File: config.mk
export PLATFORM = sky130hd
export DESIGN_NAME = irq_dma_multi
export DESIGN_NICKNAME = d
export VERILOG_FILES = /design/src/rtl/irq_dma_pkg.sv /design/src/rtl/irq_dma_region.sv /design/src/rtl/irq_dma_multi.sv
export SDC_FILE = /design/constraint.sdc
export NUM_CORES = 1
export LEC_CHECK = 0
export BUFFER_PORTS_ARGS = -buffer_cell sky130_fd_sc_hd__buf_2
export CAP_MARGIN = 5
export CORE_ASPECT_RATIO = 1.1
export CORE_MARGIN = 2
export CORE_UTILIZATION = 39
export CTS_BUF_LIST = sky130_fd_sc_hd__clkbuf_16
export DETAILED_ROUTE_END_ITERATION = 8
export HOLD_SLACK_MARGIN = 0.03
export PLACE_DENSITY = 0.6
export SYNTH_ARGS = -nofsm -noshare
export SYNTH_HDL_FRONTEND = slang
export SYNTH_SLANG_ARGS = --single-unit
File: constraint.sdc
create_clock -name clk -period 2.5 [get_ports clk]
set_input_delay 0.5 -clock clk [delete_from_list [all_inputs] [get_ports clk]]
set_output_delay 0.5 -clock clk [all_outputs]
set_load 0.02 [all_outputs]
File: src/rtl/irq_dma_pkg.sv
// Shared state codes, abort-cause encodings and parameter limits for the
// multi-region IRQ/DMA executable-region monitor.
package irq_dma_pkg;

  typedef enum logic {
    ST_ABORT = 1'b0,
    ST_EXEC  = 1'b1
  } er_state_t;

  // Cause bit 1 flags an unauthorised IRQ, bit 0 flags DMA.
  localparam logic [1:0] CAUSE_NONE = 2'b00;
  localparam logic [1:0] CAUSE_DMA  = 2'b01;
  localparam logic [1:0] CAUSE_IRQ  = 2'b10;
  localparam logic [1:0] CAUSE_BOTH = 2'b11;

  localparam int NUM_ER_MIN = 1;
  localparam int NUM_ER_MAX = 8;

endpackage

File: src/rtl/irq_dma_region.sv
// One executable-region monitor: bound comparators, EXEC/ABORT FSM,
// saturating abort counter and sticky abort cause.
module irq_dma_region
  import irq_dma_pkg::*;
#(
  parameter int ADDR_W = 16,
  parameter int CNT_W  = 8
) (
  input  logic              clk,
  input  logic              reset,
  input  logic [ADDR_W-1:0] pc,
  input  logic              irq,
  input  logic              dma_en,
  input  logic [ADDR_W-1:0] er_min,
  input  logic [ADDR_W-1:0] er_max,
  input  logic              irq_allow,
  input  logic              cnt_clr,
  output logic              exec,
  output logic              abort_pulse,
  output logic [CNT_W-1:0]  abort_cnt,
  output logic [1:0]        abort_cause
);

  function automatic logic [CNT_W-1:0] sat_inc(input logic [CNT_W-1:0] v);
    return (v == {CNT_W{1'b1}}) ? v : v + CNT_W'(1);
  endfunction

  logic valid, in_er, dma_v, irq_v, viol, fst;
  logic to_abort;
  logic [1:0] cause_nxt;
  er_state_t state_p1, state_nxt;
  logic pulse_p1;
  logic [CNT_W-1:0] cnt_p1;
  logic [1:0] cause_p1;

  assign valid = (er_min <= er_max);
  assign in_er = valid && (pc >= er_min) && (pc <= er_max);
  assign dma_v = in_er && dma_en;
  assign irq_v = in_er && irq && !irq_allow;
  assign viol  = dma_v || irq_v;
  assign fst   = valid && (pc == er_min);

  // Invalid bounds imply in_er=0, so the cause naturally collapses to NONE.
  always_comb begin
    state_nxt = state_p1;
    to_abort  = 1'b0;
    cause_nxt = {irq_v, dma_v};
    case (state_p1)
      ST_ABORT: if (fst && !viol) state_nxt = ST_EXEC;
      ST_EXEC: begin
        if (viol || !valid) begin
          state_nxt = ST_ABORT;
          to_abort  = 1'b1;
        end
      end
      default: state_nxt = ST_ABORT;
    endcase
  end

  // Stage p1: registered state, pulse, counter and cause
  always_ff @(posedge clk or posedge reset) begin
    if (reset) begin
      state_p1 <= ST_ABORT;
      pulse_p1 <= 1'b0;
      cnt_p1   <= '0;
      cause_p1 <= CAUSE_NONE;
    end else begin
      state_p1 <= state_nxt;
      pulse_p1 <= to_abort;
      if (cnt_clr) begin
        cnt_p1   <= '0;
        cause_p1 <= CAUSE_NONE;
      end else if (to_abort) begin
        cnt_p1   <= sat_inc(cnt_p1);
        cause_p1 <= cause_nxt;
      end
    end
  end

  assign exec        = (state_p1 == ST_EXEC);
  assign abort_pulse = pulse_p1;
  assign abort_cnt   = cnt_p1;
  assign abort_cause = cause_p1;

endmodule

File: src/rtl/irq_dma_multi.sv
// Multi-region IRQ/DMA executable-region monitor: slices the packed region
// buses and instantiates one irq_dma_region per executable region.
module irq_dma_multi
  import irq_dma_pkg::*;
#(
  parameter int NUM_ER = 4,
  parameter int ADDR_W = 16,
  parameter int CNT_W  = 8
) (
  input  logic                     clk,
  input  logic                     reset,
  input  logic [ADDR_W-1:0]        pc,
  input  logic                     irq,
  input  logic                     dma_en,
  input  logic [NUM_ER*ADDR_W-1:0] er_min,
  input  logic [NUM_ER*ADDR_W-1:0] er_max,
  input  logic [NUM_ER-1:0]        irq_allow,
  input  logic                     cnt_clr,
  output logic [NUM_ER-1:0]        exec,
  output logic [NUM_ER-1:0]        abort_pulse,
  output logic [NUM_ER*CNT_W-1:0]  abort_cnt,
  output logic [NUM_ER*2-1:0]      abort_cause
);

  localparam int NUM_ER_CHK = (NUM_ER < NUM_ER_MIN) ? NUM_ER_MIN :
                              (NUM_ER > NUM_ER_MAX) ? NUM_ER_MAX : NUM_ER;

  for (genvar i = 0; i < NUM_ER_CHK; i++) begin : g_er
    irq_dma_region #(
      .ADDR_W(ADDR_W),
      .CNT_W (CNT_W)
    ) u_region (
      .clk        (clk),
      .reset      (reset),
      .pc         (pc),
      .irq        (irq),
      .dma_en     (dma_en),
      .er_min     (er_min[i*ADDR_W +: ADDR_W]),
      .er_max     (er_max[i*ADDR_W +: ADDR_W]),
      .irq_allow  (irq_allow[i]),
      .cnt_clr    (cnt_clr),
      .exec       (exec[i]),
      .abort_pulse(abort_pulse[i]),
      .abort_cnt  (abort_cnt[i*CNT_W +: CNT_W]),
      .abort_cause(abort_cause[i*2 +: 2])
    );
  end

endmodule

# [Word level (Yosys, flattened, before mapping)]
# Cells that the tools add are included.
[word_totals] reg_bits=48 inputBits=153 rom_bits=0 latch_bits=0 mem_count=0 output_inout_bits=48 ram_bits=0 word_cells=144
[op_classes] reduce_logical=56 n_eq_ne=12 multipliers=0 addsub=4 magnitude_cmp=12 n_shift=0 bitwise=4 muxes=40 div_mod_pow=0
[op_table] operator="<= comparator 16 bit" n=8
[op_table] operator="2-to-1 mux 8 bit" n=12
[op_table] operator="equality test 16 bit" n=4
[op_table] operator="greater-or-equal comparator 16 bit" n=4
[op_table] operator="adder 8 x 1 -> 8 bit (second input constant)" n=4
[op_table] operator="equality test 8 bit (second input constant)" n=4
[op_table] operator="logical AND 1 bit" n=28
[op_table] operator="2-to-1 mux 1 bit" n=16
[op_table] operator="2-to-1 mux 2 bit" n=8
[op_table] operator="zero test 1 bit" n=12
[op_table] operator="logical OR 1 bit" n=8
[op_table] operator="inequality test 2 bit (second input constant)" n=4
[op_table] operator="case mux 1 bit (2 select lines)" n=4
[op_table] operator="AND reduction 2 bit" n=4
[op_table] operator="nonzero test 2 bit" n=4
[op_table] operator="NOT 1 bit" n=4

# [Depth between registers and ports, before layout]
[logic_depth] depth_word=11 depth_mapped=12

# [Modules after synthesis]
# A second synthesis with hierarchy kept.
[unflattened] cells_unflattened=872 hier_area_um2=7317.0
[by_module_without_submodules] mod="irq_dma_region" cells_per_inst=218 area_per_inst_um2=1829.3 seq_area_each_um2=300.3 instances=4

# [Worst setup path after synthesis]
# OpenSTA, ideal clock, no wires.
[synth_timing] path_kind="input port to flip-flop" startpoint="input port er_max[10]" endpoint="register g_er[0].u_region.cnt_p1[3]" setup_ns=0.128 path_buffers=0 setup_slack_ns=-0.380 stages=9 t_arrival_ns=2.752 cell_sequence="inv_1 > ha_1 > nand4_1 > or4_1 > or3_4 > a221oi_4 > a21oi_2 > nor3_1 > mux2_1"
[synth_via] elab_chain_cells=11
[synth_lines] element="start: declaration" line="irq_dma_multi.sv:16" source="input logic [NUM_ER*ADDR_W-1:0] er_max,"
[synth_lines] element="<= comparator 16 bit" line="irq_dma_region.sv:36" source="assign valid = (er_min <= er_max);"
[synth_lines] element="logical AND 1 bit (2 in a row)" line="irq_dma_region.sv:37" source="assign in_er = valid && (pc >= er_min) && (pc <= er_max);"
[synth_lines] element="logical AND 1 bit (2 in a row)" line="irq_dma_region.sv:39" source="assign irq_v = in_er && irq && !irq_allow;"
[synth_lines] element="logical OR 1 bit" line="irq_dma_region.sv:40" source="assign viol = dma_v || irq_v;"
[synth_lines] element="logical OR 1 bit *" line="irq_dma_region.sv:51" source="if (viol || !valid) begin"
[synth_lines] element="2-to-1 mux 1 bit *" line="irq_dma_region.sv:51"
[synth_lines] element="2-to-1 mux 1 bit *" line="irq_dma_region.sv:48" source="case (state_p1)"
[synth_lines] element="nonzero test 2 bit (no line) *"
[synth_lines] element="AND reduction 2 bit (no line) *"
[synth_lines] element="end signal: assignment" line="irq_dma_region.sv:74" source="cnt_p1 <= sat_inc(cnt_p1);"
[synth_lines] element="end: declaration" line="irq_dma_region.sv:33" source="logic [CNT_W-1:0] cnt_p1;"
# Every way passes the cells marked *; elsewhere a longest branch is shown, timed or not.
# A chain may end at the register's enable or synchronous reset.

# [Worst setup path in the final report]
[layout_timing] startpoint="input port pc[0]" endpoint="register g_er[2].u_region.cnt_p1[5]"
[layout_via] elab_chain_cells=11
[layout_lines] element="start: declaration" line="irq_dma_multi.sv:12" source="input logic [ADDR_W-1:0] pc,"
[layout_lines] element="greater-or-equal comparator 16 bit" line="irq_dma_region.sv:37"
[layout_lines] element="logical AND 1 bit" line="irq_dma_region.sv:37"
[layout_lines] element="logical AND 1 bit *" line="irq_dma_region.sv:37"
[layout_lines] element="logical AND 1 bit (2 in a row)" line="irq_dma_region.sv:39"
[layout_lines] element="logical OR 1 bit *" line="irq_dma_region.sv:40"
[layout_lines] element="logical OR 1 bit *" line="irq_dma_region.sv:51"
[layout_lines] element="2-to-1 mux 1 bit *" line="irq_dma_region.sv:51"
[layout_lines] element="2-to-1 mux 1 bit *" line="irq_dma_region.sv:48"
[layout_lines] element="nonzero test 2 bit (no line) *"
[layout_lines] element="AND reduction 2 bit (no line) *"
[layout_lines] element="end signal: assignment" line="irq_dma_region.sv:74"
[layout_lines] element="end: declaration" line="irq_dma_region.sv:33"
# Marked as above.

==> results.cfg <==
[timing]
slew_headroom = 0.577
hold_ws_ps = 380
fmax_mhz = 375
clock_skew_ps = 6.25
period_needed_ps = 2670
period_share = 1.07
hold_violations = 0
worst_slew_pin_slew_ps = 634
worst_slack_ps = -167
maxSlewViolCount = 0
rsz0062_at_grt = true
setup_violations = 25
setup_tns_ps = -1280

[setup_path]
cp_max_fo = 4
startpoint_type = primary input
cp_data_required_time_ps = 2680
cp-end-kind = flip-flop
arrival_ps = 2850
crit_type = in -> reg

[logic_synthesis]
yosysSeqAreaShare = 0.169
synth-seq-cells = 48
yosysUniqueCellTypes = 56
synth_top_flop_cell = dfrtp_1
postSynthCellCount = 871
synth_area_sq_um = 7100
synth.avg_cell_area_sq_um = 8.15
ys_warn_count = 0
synth_edf_count = 0
synthArstFlopShare = 1.00
syn-num-nets = 1220

[die]
fp-row-count = 51
ioPinCount = 201
core_sq_um = 17700
die_area_sq_um = 19300
start_util = 0.400
die_w_um = 133
die_h_um = 145

[global_routing]
antenna_found_initial = 1
track_usage = 0.239
grt_pass1_vias = 7715
grt_first_pass_wirelength_um = 37600
overflow = 0
grt_max_degree = 50

[placed_design]
portBuffers = 200
globalplace.congestion = 0.888
placed_cells = 1435
placed_cell_area_sq_um = 9670
hpwl_um = 19300

[pwr]
intPower_mw = 2.02
peakVddDrop_uv = 257
p_per_area_nw_per_um2 = 274
p_clk_frac = 0.297
netSwitchingPower_mw = 0.969
combPwrFrac = 0.443
p_sw_frac = 0.324
p_leak_nw = 5.84
seqPwrFrac = 0.259

[cells_and_area]
layout_common_cells = buf_2, ha_1, buf_4, inv_1, a21oi_1
layout-drive-gt1-share = 0.410
layout.nets = 1582
area_delta_synth_final_pct = 54.1
final_common_cell = buf_2
fillers = 1607
fin_cells = 1472
postLayoutCellArea_sq_um = 10900
antenna_cells = 0
fin_util = 0.616

[clock_tree]
cts_inserted_buffers = 5
h-tree-depth = 2
cts_buffer_depth = 2
cts_tree = done
clk_pin_slew_worst_paths_ps = 70
clockRootBuffer = clkbuf_16
ctsHoldBuffers = 0
clk_latency_ps = 290
cts.sinks = 48

[drt]
vias = 7659
drt-total-wl_um = 23500
ant_nets = 0
dr.pass1.iters = 5
drc = 0
drt_first_iter_violations = 260
wl_per_cell_um = 16.0
vias_per_cell = 5.20

[status]
violations = setup timing
status = finished, violations left

[min_path]
min_path_type = in -> async

[job]
maxCapViolations = 0
routing by layer:
layer,routed length [um],GRT usage,vias to the layer above
met5,13,0,-
met4,416,0.0591,2
met3,1000,0.0286,27
met2,11500,0.417,187
met1,10600,0.315,3548
li1,-,-,3895
state kept, by name, summed over array words and instances, names as in the netlist:
| signal | cells |
|---|---|
| g_er.u_region.abort_cause | 8 |
| g_er.u_region.exec | 4 |
| g_er.u_region.abort_cnt | 32 |
| g_er.u_region.abort_pulse | 4 |
cell families (layout without fill, tap and decap cells):
group,Yosys count,count (layout),share of synthesized area
adders and majority gates,196,196,0.345
xor gates and xnor gates,3,3,0.00370
DFF,48,48,0.169
and+or+nand+nor,242,242,0.182
AOI/OAI and AO/OA,215,215,0.198
muxes,8,8,0.0125
buffers and inverters,159,522,0.0888
worst max-delay path: stages:
cell        delay (ps)
buf_6               70
clkinvlp_4         170
buf_6              180
ha_4               250
nand2b_4           110
a21oi_2             50
o21ai_1            160
and2_4             170
nor4_4              50
o32a_4             350
or4_4              490
mux2_4             300
cell usage after synthesis, types with 7 or more instances:
cell type / count / share of area
nand3_1: 22 / 0.016
nor2_1: 38 / 0.020
a21o_1: 33 / 0.035
nor2b_1: 28 / 0.025
a21oi_1: 89 / 0.063
nand4_1: 44 / 0.039
inv_1: 140 / 0.074
dfrtp_1: 48 / 0.17
nand2_1: 43 / 0.023
o21ai_1: 9 / 0.0063
mux2_1: 7 / 0.011
o21ai_0: 16 / 0.011
buf_4: 9 / 0.0095
nor3_1: 23 / 0.016
a211oi_1: 15 / 0.016
nand2b_1: 7 / 0.0062
and3_1: 9 / 0.0079
a221oi_1: 7 / 0.0086
o211ai_1: 8 / 0.0085
clkbuf_1: 7 / 0.0037
o31ai_1: 7 / 0.0074
ha_1: 196 / 0.35
per-stage QoR:
stage	power, mW	setup WS [ps]
2_1_floorplan	1.39	-245
3_3_place_gp	1.93	-537
3_5_place_dp	1.95	-606
4_1_cts	2.95	-189
5_1_grt	3.21	-254
6_report	2.99	-167
power groups by stage:
stage	Combinational, mW	Sequential (mW)	Clock, mW
6_report	1.33	0.776	0.889
5_1_grt	1.49	0.776	0.943
4_1_cts	1.26	0.776	0.909
3_5_place_dp	1.15	0.791	0
3_3_place_gp	1.14	0.791	0
2_1_floorplan	0.597	0.791	0
cell type report:
cell class	instances	area [sq um]	area share
Clock buffer	5	125	0.0114
Clock inverter	3	68.8	0.00629
Inverter	143	586	0.0535
Multi-Input combinational cell	664	6050	0.553
Sequential cell	48	1200	0.110
Tap cell	238	298	0.0272
Timing Repair Buffer	370	2600	0.238
Timing Repair inverter	1	7.51	0.000686
final timing paths:
path / startpoint / endpoint / slack [ps] / depth (start not counted)
max: pc[0] / g_er[2].u_region.abort_cnt[5] / -170 / 12
min: reset / g_er[2].u_region.abort_cause[1] / 380 / 3
max reg2reg: g_er[2].u_region.abort_cnt[0] / g_er[2].u_region.abort_cnt[5] / 380 / 6
min reg2reg: g_er[0].u_region.abort_cause[0] / g_er[0].u_region.abort_cause[0] / 500 / 1
max in group asynchronous: reset / g_er[2].u_region.abort_cnt[1] / 1680 / 3
min in group clk: irq_allow[3] / g_er[3].u_region.abort_cause[1] / 480 / 4
what timing repair did:
action,CTS,global route
pin swaps,38,44
setup buffers,22,7
gates resized for setup,104,60
hold endpoints to repair,0,0
gates cloned,1,0
setup endpoints to repair,37,42
Power figures use the tool's default switching activity.
